==> src/rtl/mem_bus_arbiter.sv <==
// mem_bus_arbiter: round-robin arbiter giving two cache ports burst access to one main-memory bus.
// Define ARB_TIMEOUT_EN to abort a beat that stays in WAIT for TIMEOUT_CYCLES.
module mem_bus_arbiter #(
   parameter int ADR_WIDTH      = 16,
   parameter int DATA_WIDTH     = 8,
   parameter int BURST_LEN      = 4,
   parameter int TIMEOUT_CYCLES = 255
) (
   input  logic                  CLK,
   input  logic                  RST,
   input  logic                  req0,
   input  logic                  req1,
   input  logic                  wr0,
   input  logic                  wr1,
   input  logic [ADR_WIDTH-1:0]  adr0,
   input  logic [ADR_WIDTH-1:0]  adr1,
   input  logic [DATA_WIDTH-1:0] wdata0,
   input  logic [DATA_WIDTH-1:0] wdata1,
   output logic                  gnt0,
   output logic                  gnt1,
   output logic                  valid0,
   output logic                  valid1,
   output logic [DATA_WIDTH-1:0] rdata,
   output logic                  done0,
   output logic                  done1,
   output logic                  err0,
   output logic                  err1,
   output logic [ADR_WIDTH-1:0]  adrMM,
   output logic [DATA_WIDTH-1:0] dataMM_out,
   input  logic [DATA_WIDTH-1:0] dataMM_in,
   output logic                  readMem,
   output logic                  writeMem,
   input  logic                  readyMem
);
   typedef enum logic [1:0] {IDLE, ISSUE, WAIT, DONE} state_t;
   state_t                state_q, state_d;
   logic                  port_q, port_d, last_q, last_d, wr_q, wr_d;
   logic                  rd_stb_q, rd_stb_d, wr_stb_q, wr_stb_d, valid_q, valid_d;
   logic [ADR_WIDTH-1:0]  base_q, base_d, adr_q, adr_d;
   logic [DATA_WIDTH-1:0] rdata_q, rdata_d, wdat_q, wdat_d;
   logic [4:0]            beat_q, beat_d;
   logic                  pick;
`ifdef ARB_TIMEOUT_EN
   localparam int CW = $clog2(TIMEOUT_CYCLES + 1);
   logic [CW-1:0]         cnt_q, cnt_d;
   logic                  err_q, err_d;
`endif
   // on a tie the port not granted last wins; a lone requester always wins
   assign pick = (req0 && req1) ? ~last_q : req1;
   always_comb begin
      state_d  = state_q;
      port_d   = port_q;
      last_d   = last_q;
      wr_d     = wr_q;
      base_d   = base_q;
      adr_d    = adr_q;
      wdat_d   = wdat_q;
      rdata_d  = rdata_q;
      beat_d   = beat_q;
      rd_stb_d = rd_stb_q;
      wr_stb_d = wr_stb_q;
      valid_d  = 1'b0;
`ifdef ARB_TIMEOUT_EN
      cnt_d    = cnt_q;
      err_d    = err_q;
`endif
      case (state_q)
         IDLE: if (req0 || req1) begin
            state_d = ISSUE;
            port_d  = pick;
            wr_d    = pick ? wr1 : wr0;
            base_d  = pick ? adr1 : adr0;
            beat_d  = '0;
`ifdef ARB_TIMEOUT_EN
            err_d   = 1'b0;
`endif
         end
         ISSUE: begin
            state_d  = WAIT;
            adr_d    = base_q + ADR_WIDTH'(beat_q);
            wdat_d   = wr_q ? (port_q ? wdata1 : wdata0) : wdat_q;
            rd_stb_d = ~wr_q;
            wr_stb_d = wr_q;
`ifdef ARB_TIMEOUT_EN
            cnt_d    = '0;
`endif
         end
         WAIT: if (readyMem) begin
            state_d  = (beat_q == 5'(BURST_LEN - 1)) ? DONE : ISSUE;
            rd_stb_d = 1'b0;
            wr_stb_d = 1'b0;
            valid_d  = 1'b1;
            rdata_d  = wr_q ? rdata_q : dataMM_in;
            beat_d   = beat_q + 5'd1;
         end
`ifdef ARB_TIMEOUT_EN
         else if (cnt_q == CW'(TIMEOUT_CYCLES - 1)) begin
            state_d  = DONE;
            rd_stb_d = 1'b0;
            wr_stb_d = 1'b0;
            err_d    = 1'b1;
         end else cnt_d = cnt_q + CW'(1);
`endif
         DONE: begin
            state_d = IDLE;
            last_d  = port_q;
         end
      endcase
   end
   always_ff @(posedge CLK or negedge RST)
      if (!RST) begin
         state_q  <= IDLE;
         port_q   <= 1'b0;
         last_q   <= 1'b1;
         wr_q     <= 1'b0;
         base_q   <= '0;
         adr_q    <= '0;
         wdat_q   <= '0;
         rdata_q  <= '0;
         beat_q   <= '0;
         rd_stb_q <= 1'b0;
         wr_stb_q <= 1'b0;
         valid_q  <= 1'b0;
`ifdef ARB_TIMEOUT_EN
         cnt_q    <= '0;
         err_q    <= 1'b0;
`endif
      end else begin
         state_q  <= state_d;
         port_q   <= port_d;
         last_q   <= last_d;
         wr_q     <= wr_d;
         base_q   <= base_d;
         adr_q    <= adr_d;
         wdat_q   <= wdat_d;
         rdata_q  <= rdata_d;
         beat_q   <= beat_d;
         rd_stb_q <= rd_stb_d;
         wr_stb_q <= wr_stb_d;
         valid_q  <= valid_d;
`ifdef ARB_TIMEOUT_EN
         cnt_q    <= cnt_d;
         err_q    <= err_d;
`endif
      end
   assign gnt0       = (state_q != IDLE) && !port_q;
   assign gnt1       = (state_q != IDLE) && port_q;
   assign done0      = (state_q == DONE) && !port_q;
   assign done1      = (state_q == DONE) && port_q;
   assign valid0     = valid_q && !port_q;
   assign valid1     = valid_q && port_q;
   assign rdata      = rdata_q;
   assign adrMM      = adr_q;
   assign dataMM_out = wdat_q;
   assign readMem    = rd_stb_q;
   assign writeMem   = wr_stb_q;
`ifdef ARB_TIMEOUT_EN
   assign err0       = done0 && err_q;
   assign err1       = done1 && err_q;
`else
   assign err0       = 1'b0;
   assign err1       = 1'b0;
`endif
endmodule

==> config.mk <==
export PLATFORM = sky130hd
export DESIGN_NAME = mem_bus_arbiter
export DESIGN_NICKNAME = d
export VERILOG_FILES = /design/src/rtl/mem_bus_arbiter.sv
export SDC_FILE = /design/constraint.sdc
export NUM_CORES = 1
export LEC_CHECK = 0
export CAP_MARGIN = 5
export CORE_UTILIZATION = 42
export CTS_CLUSTER_SIZE = 10
export DETAILED_ROUTE_END_ITERATION = 7
export GPL_ROUTABILITY_DRIVEN = 0
export GPL_TIMING_DRIVEN = 0
export MAX_ROUTING_LAYER = met4
export PLACE_DENSITY = 0.77
export RECOVER_POWER = 50
export SETUP_SLACK_MARGIN = 0.1
export SKIP_LAST_GASP = 1
export SLEW_MARGIN = 20
export SYNTH_ARGS = -nofsm -noshare
export SYNTH_HDL_FRONTEND = slang
export SYNTH_SLANG_ARGS = --single-unit
export TNS_END_PERCENT = 100
==> constraint.sdc <==
create_clock -name CLK -period 2 [get_ports CLK]
set_input_delay 0.4 -clock CLK [delete_from_list [all_inputs] [get_ports CLK]]
set_output_delay 0.4 -clock CLK [all_outputs]
set_load 0.005 [all_outputs]
==> results.cfg <==
[finish]
fin_util = 0.648
stdcell_count = 541
nFillCells = 582
syn_to_final_growth_pct = 48.6
final_layout_size_suffix_gt1_frac = 0.145
layout.nets = 507
antenna_cells = 0

[detailed_routing]
ant_nets = 0
wl_per_cell_um = 15.7
drc = 0
vias = 2886
first_pass_iters = 4
viasPerCell = 5.33
wl_um = 8510
drt-initial-drc-count = 161

[die]
die_h_um = 88.8
dieArea_um2 = 7880
coreArea_um2 = 7250
row_count = 31
initial_core_util = 0.436
io-pin-count = 105
die_x_um = 88.8

[timing]
worst_pin_slew_ns = 0.646
slew_headroom = 0.569
clock-skew-final_ns = 0.00625
rsz0062_at_grt = true
fmax_mhz = 523
fin_crit_ns = 1.91
hold_ws_ns = 0.469
finalSetupViolations = 0
report.final.slew_viol_count = 0
final_hold_viol_count = 0
period_share = 0.956

[logic_synthesis]
synthAdderAreaFrac = 0.0301
synth_edf_count = 0
yosys_warnings = 0
ys_seq_area_frac = 0.483
muxShareOfSynthArea = 0.108
synth-xor-area-share = 0.0139
synth-compound-area-share = 0.148
ys_async_sr_fraction = 1.00
synth-simple-area-share = 0.177
netlist_top_cells_count = 60 x dfrtp_1, 44 x nand2_1, 38 x o21ai_0
synthDistinctLibCells = 52
synth_top_family_by_area = simple AND/OR/NAND/NOR gates
netlist_area_um2 = 3160
yosysTopAreaCell = dfrtp_1
syn_avg_cell_area_um2 = 10.2
ys_top_cells_by_area = dfrtp_1 47%, mux2i_1 7.9%, o21ai_0 6.0%
synth-main-ff-cell = dfrtp_1
synth_top_area_frac = 0.475
ys_seq_elements = 61
yosysMostFrequentCell = dfrtp_1
syn-instance-count = 310

[setup_path]
end_kind = flip-flop
worstSetupStartpointType = flip-flop
critPathMaxFanout = 8
reg2reg_to = adrMM[14]
path_cells = ha_2 -> fa_2 -> a21o_1 -> a211oi_4 -> buf_6 -> o21ai_1 -> a31oi_1
r2r_setup_slack_ns = 0.09
cp_slowest_cell = dfrtp_1
critical_path.max_stage_delay_ns = 0.41
crit_type = reg2reg
critPathTopFamily = compound AO/OA/AOI/OAI gates
cp-startpoint = beat_q[0]
worst_ep_arrival_time_ns = 2.17
r2r-start = beat_q[0]
crit_required_ns = 2.26
reg2reg_depth = 7
path_buf_inv = 1

[grt]
grt-ovfl-total = 0
antenna_found_initial = 0
first_global_vias = 2933
grt_pass1_wl_um = 13800
track_usage = 0.241
grt_start_max_net_pins = 37

[clock_tree]
cts_tree = built
cts_max_level = 3
clk_latency_ns = 0.34
cts_made_buffers = 9
clockBufferDepth = 2
clock-sinks = 61
cts_root_buf = clkbuf_8
clkTransAtPathRegs_ns = 0.07

[worst_hold_path]
min_path_cells = 2
hp-class = reg2reg
min_to = adrMM[0]
hold_path_startpoint = adrMM[0]

[pwr]
powerDensity_nw_per_um2 = 1380
p_sw_frac = 0.359
internal_power_mw = 4.17
p_comb_frac = 0.463
power.leakage_nw = 2.09
irDropWorstVdd_mv = 0.589
switchingPower_mw = 2.33
clkPwrFrac = 0.181
seqPwrFrac = 0.355

[job]
drv_cap = 0

[place]
dpl.hpwl_um = 6080
dp.cells = 513
portBuffers = 102

[status]
status = finished, final reports clean
layout make-up:
class | instances | area [µm²] | area share
buffer | 18 | 110 | 0.0234
clock buffer | 11 | 131 | 0.0280
clock inverter | 5 | 77.6 | 0.0165
inverter | 5 | 18.8 | 0.00399
multi-input combinational | 227 | 1570 | 0.333
sequential | 61 | 1530 | 0.325
tap | 99 | 124 | 0.0264
timing repair buffer | 115 | 1140 | 0.243
what timing repair did:
item | in CTS | in global routing
gates resized for setup | 21 | 11
setup endpoints to repair | 12 | 9
buffers inserted | 8 | 2
cloned | 1 | 0
hold buffers | 1 | 0
hold endpoints to repair | 25 | 0
pin swaps | 6 | 8
layer usage:
metal	vias to the layer above	wire [µm]	track usage
met2	92	4340	0.387
met4	0	226	0.111
met5	-	0	-
li1	1368	-	-
met3	22	393	0.0438
met1	1404	3550	0.295
cell usage in the layout, fill, tap and decap left out, drive strengths merged, types with 3 or more instances in the layout:
cell	n
o31ai	3
mux2i	25
o21ai	39
nor2b	3
nand3b	3
ha	6
or3	3
or4	4
clkdlybuf4s50	94
a31oi	6
nor2	16
and4	3
nand4	4
nand2	44
xnor2	3
a211oi	3
buf	20
dlygate4sd2	5
nand3	14
a21oi	4
dfrtp	60
o211ai	3
clkbuf	21
nor3b	6
inv	5
a21o	3
mux2	8
logic make-up (layout without fill, tap and decap cells):
| logic type | count (synthesis) | count (layout) |
|---|---|---|
| AND/OR/NAND/NOR | 108 | 108 |
| AO/OA/AOI/OAI | 72 | 72 |
| flip-flops | 61 | 61 |
| multiplexers | 33 | 33 |
| buffers and inverters | 23 | 154 |
| adder cells (fa/ha/maj) | 7 | 7 |
| XOR/XNOR | 5 | 5 |
| other | 1 | 2 |
sequential cells by signal, indices dropped and copies added (netlist names):
name / flops
adrMM: 16
base_q: 16
dataMM_out: 8
rdata: 8
beat_q: 5
state_q: 2
last_q: 1
port_q: 1
readMem: 1
valid_q: 1
wr_q: 1
writeMem: 1
power by group through the flow:
stage	Clock, mW	Sequential (mW)	Combinational [mW]
floorplan	0	2.20	1.48
global placement	0	2.27	2.69
detailed placement	0	2.31	2.77
CTS	1.18	2.29	2.99
global route	1.24	2.38	3.34
finish	1.18	2.31	3.01
worst min-delay path: cells and delay by family, from the launching register on:
kind	cells	cell delay (ns)
simple gates	2	0.10
flops	1	0.34
per-stage QoR:
step	cell area (µm²)	setup WS (ns)	power, mW	setup TNS, ns
finish	4700	0.0889	6.50	0
global route	4700	-0.0186	6.96	-0.0186
CTS	4670	0.0528	6.46	0
detailed placement	4330	-0.126	5.07	-1.18
global placement	4310	-1.40	4.96	-85.47
floorplan	3170	0.126	3.68	0
worst max path at each step:
stage	to	cells past startpoint
2_1_floorplan	adrMM[10]	6
3_3_place_gp	rdata[3]	1
3_5_place_dp	adrMM[14]	6
5_1_grt	adrMM[14]	7
4_1_cts	gnt1	4
6_report	adrMM[14]	7
No activity file was read; power rests on OpenSTA's default activity.
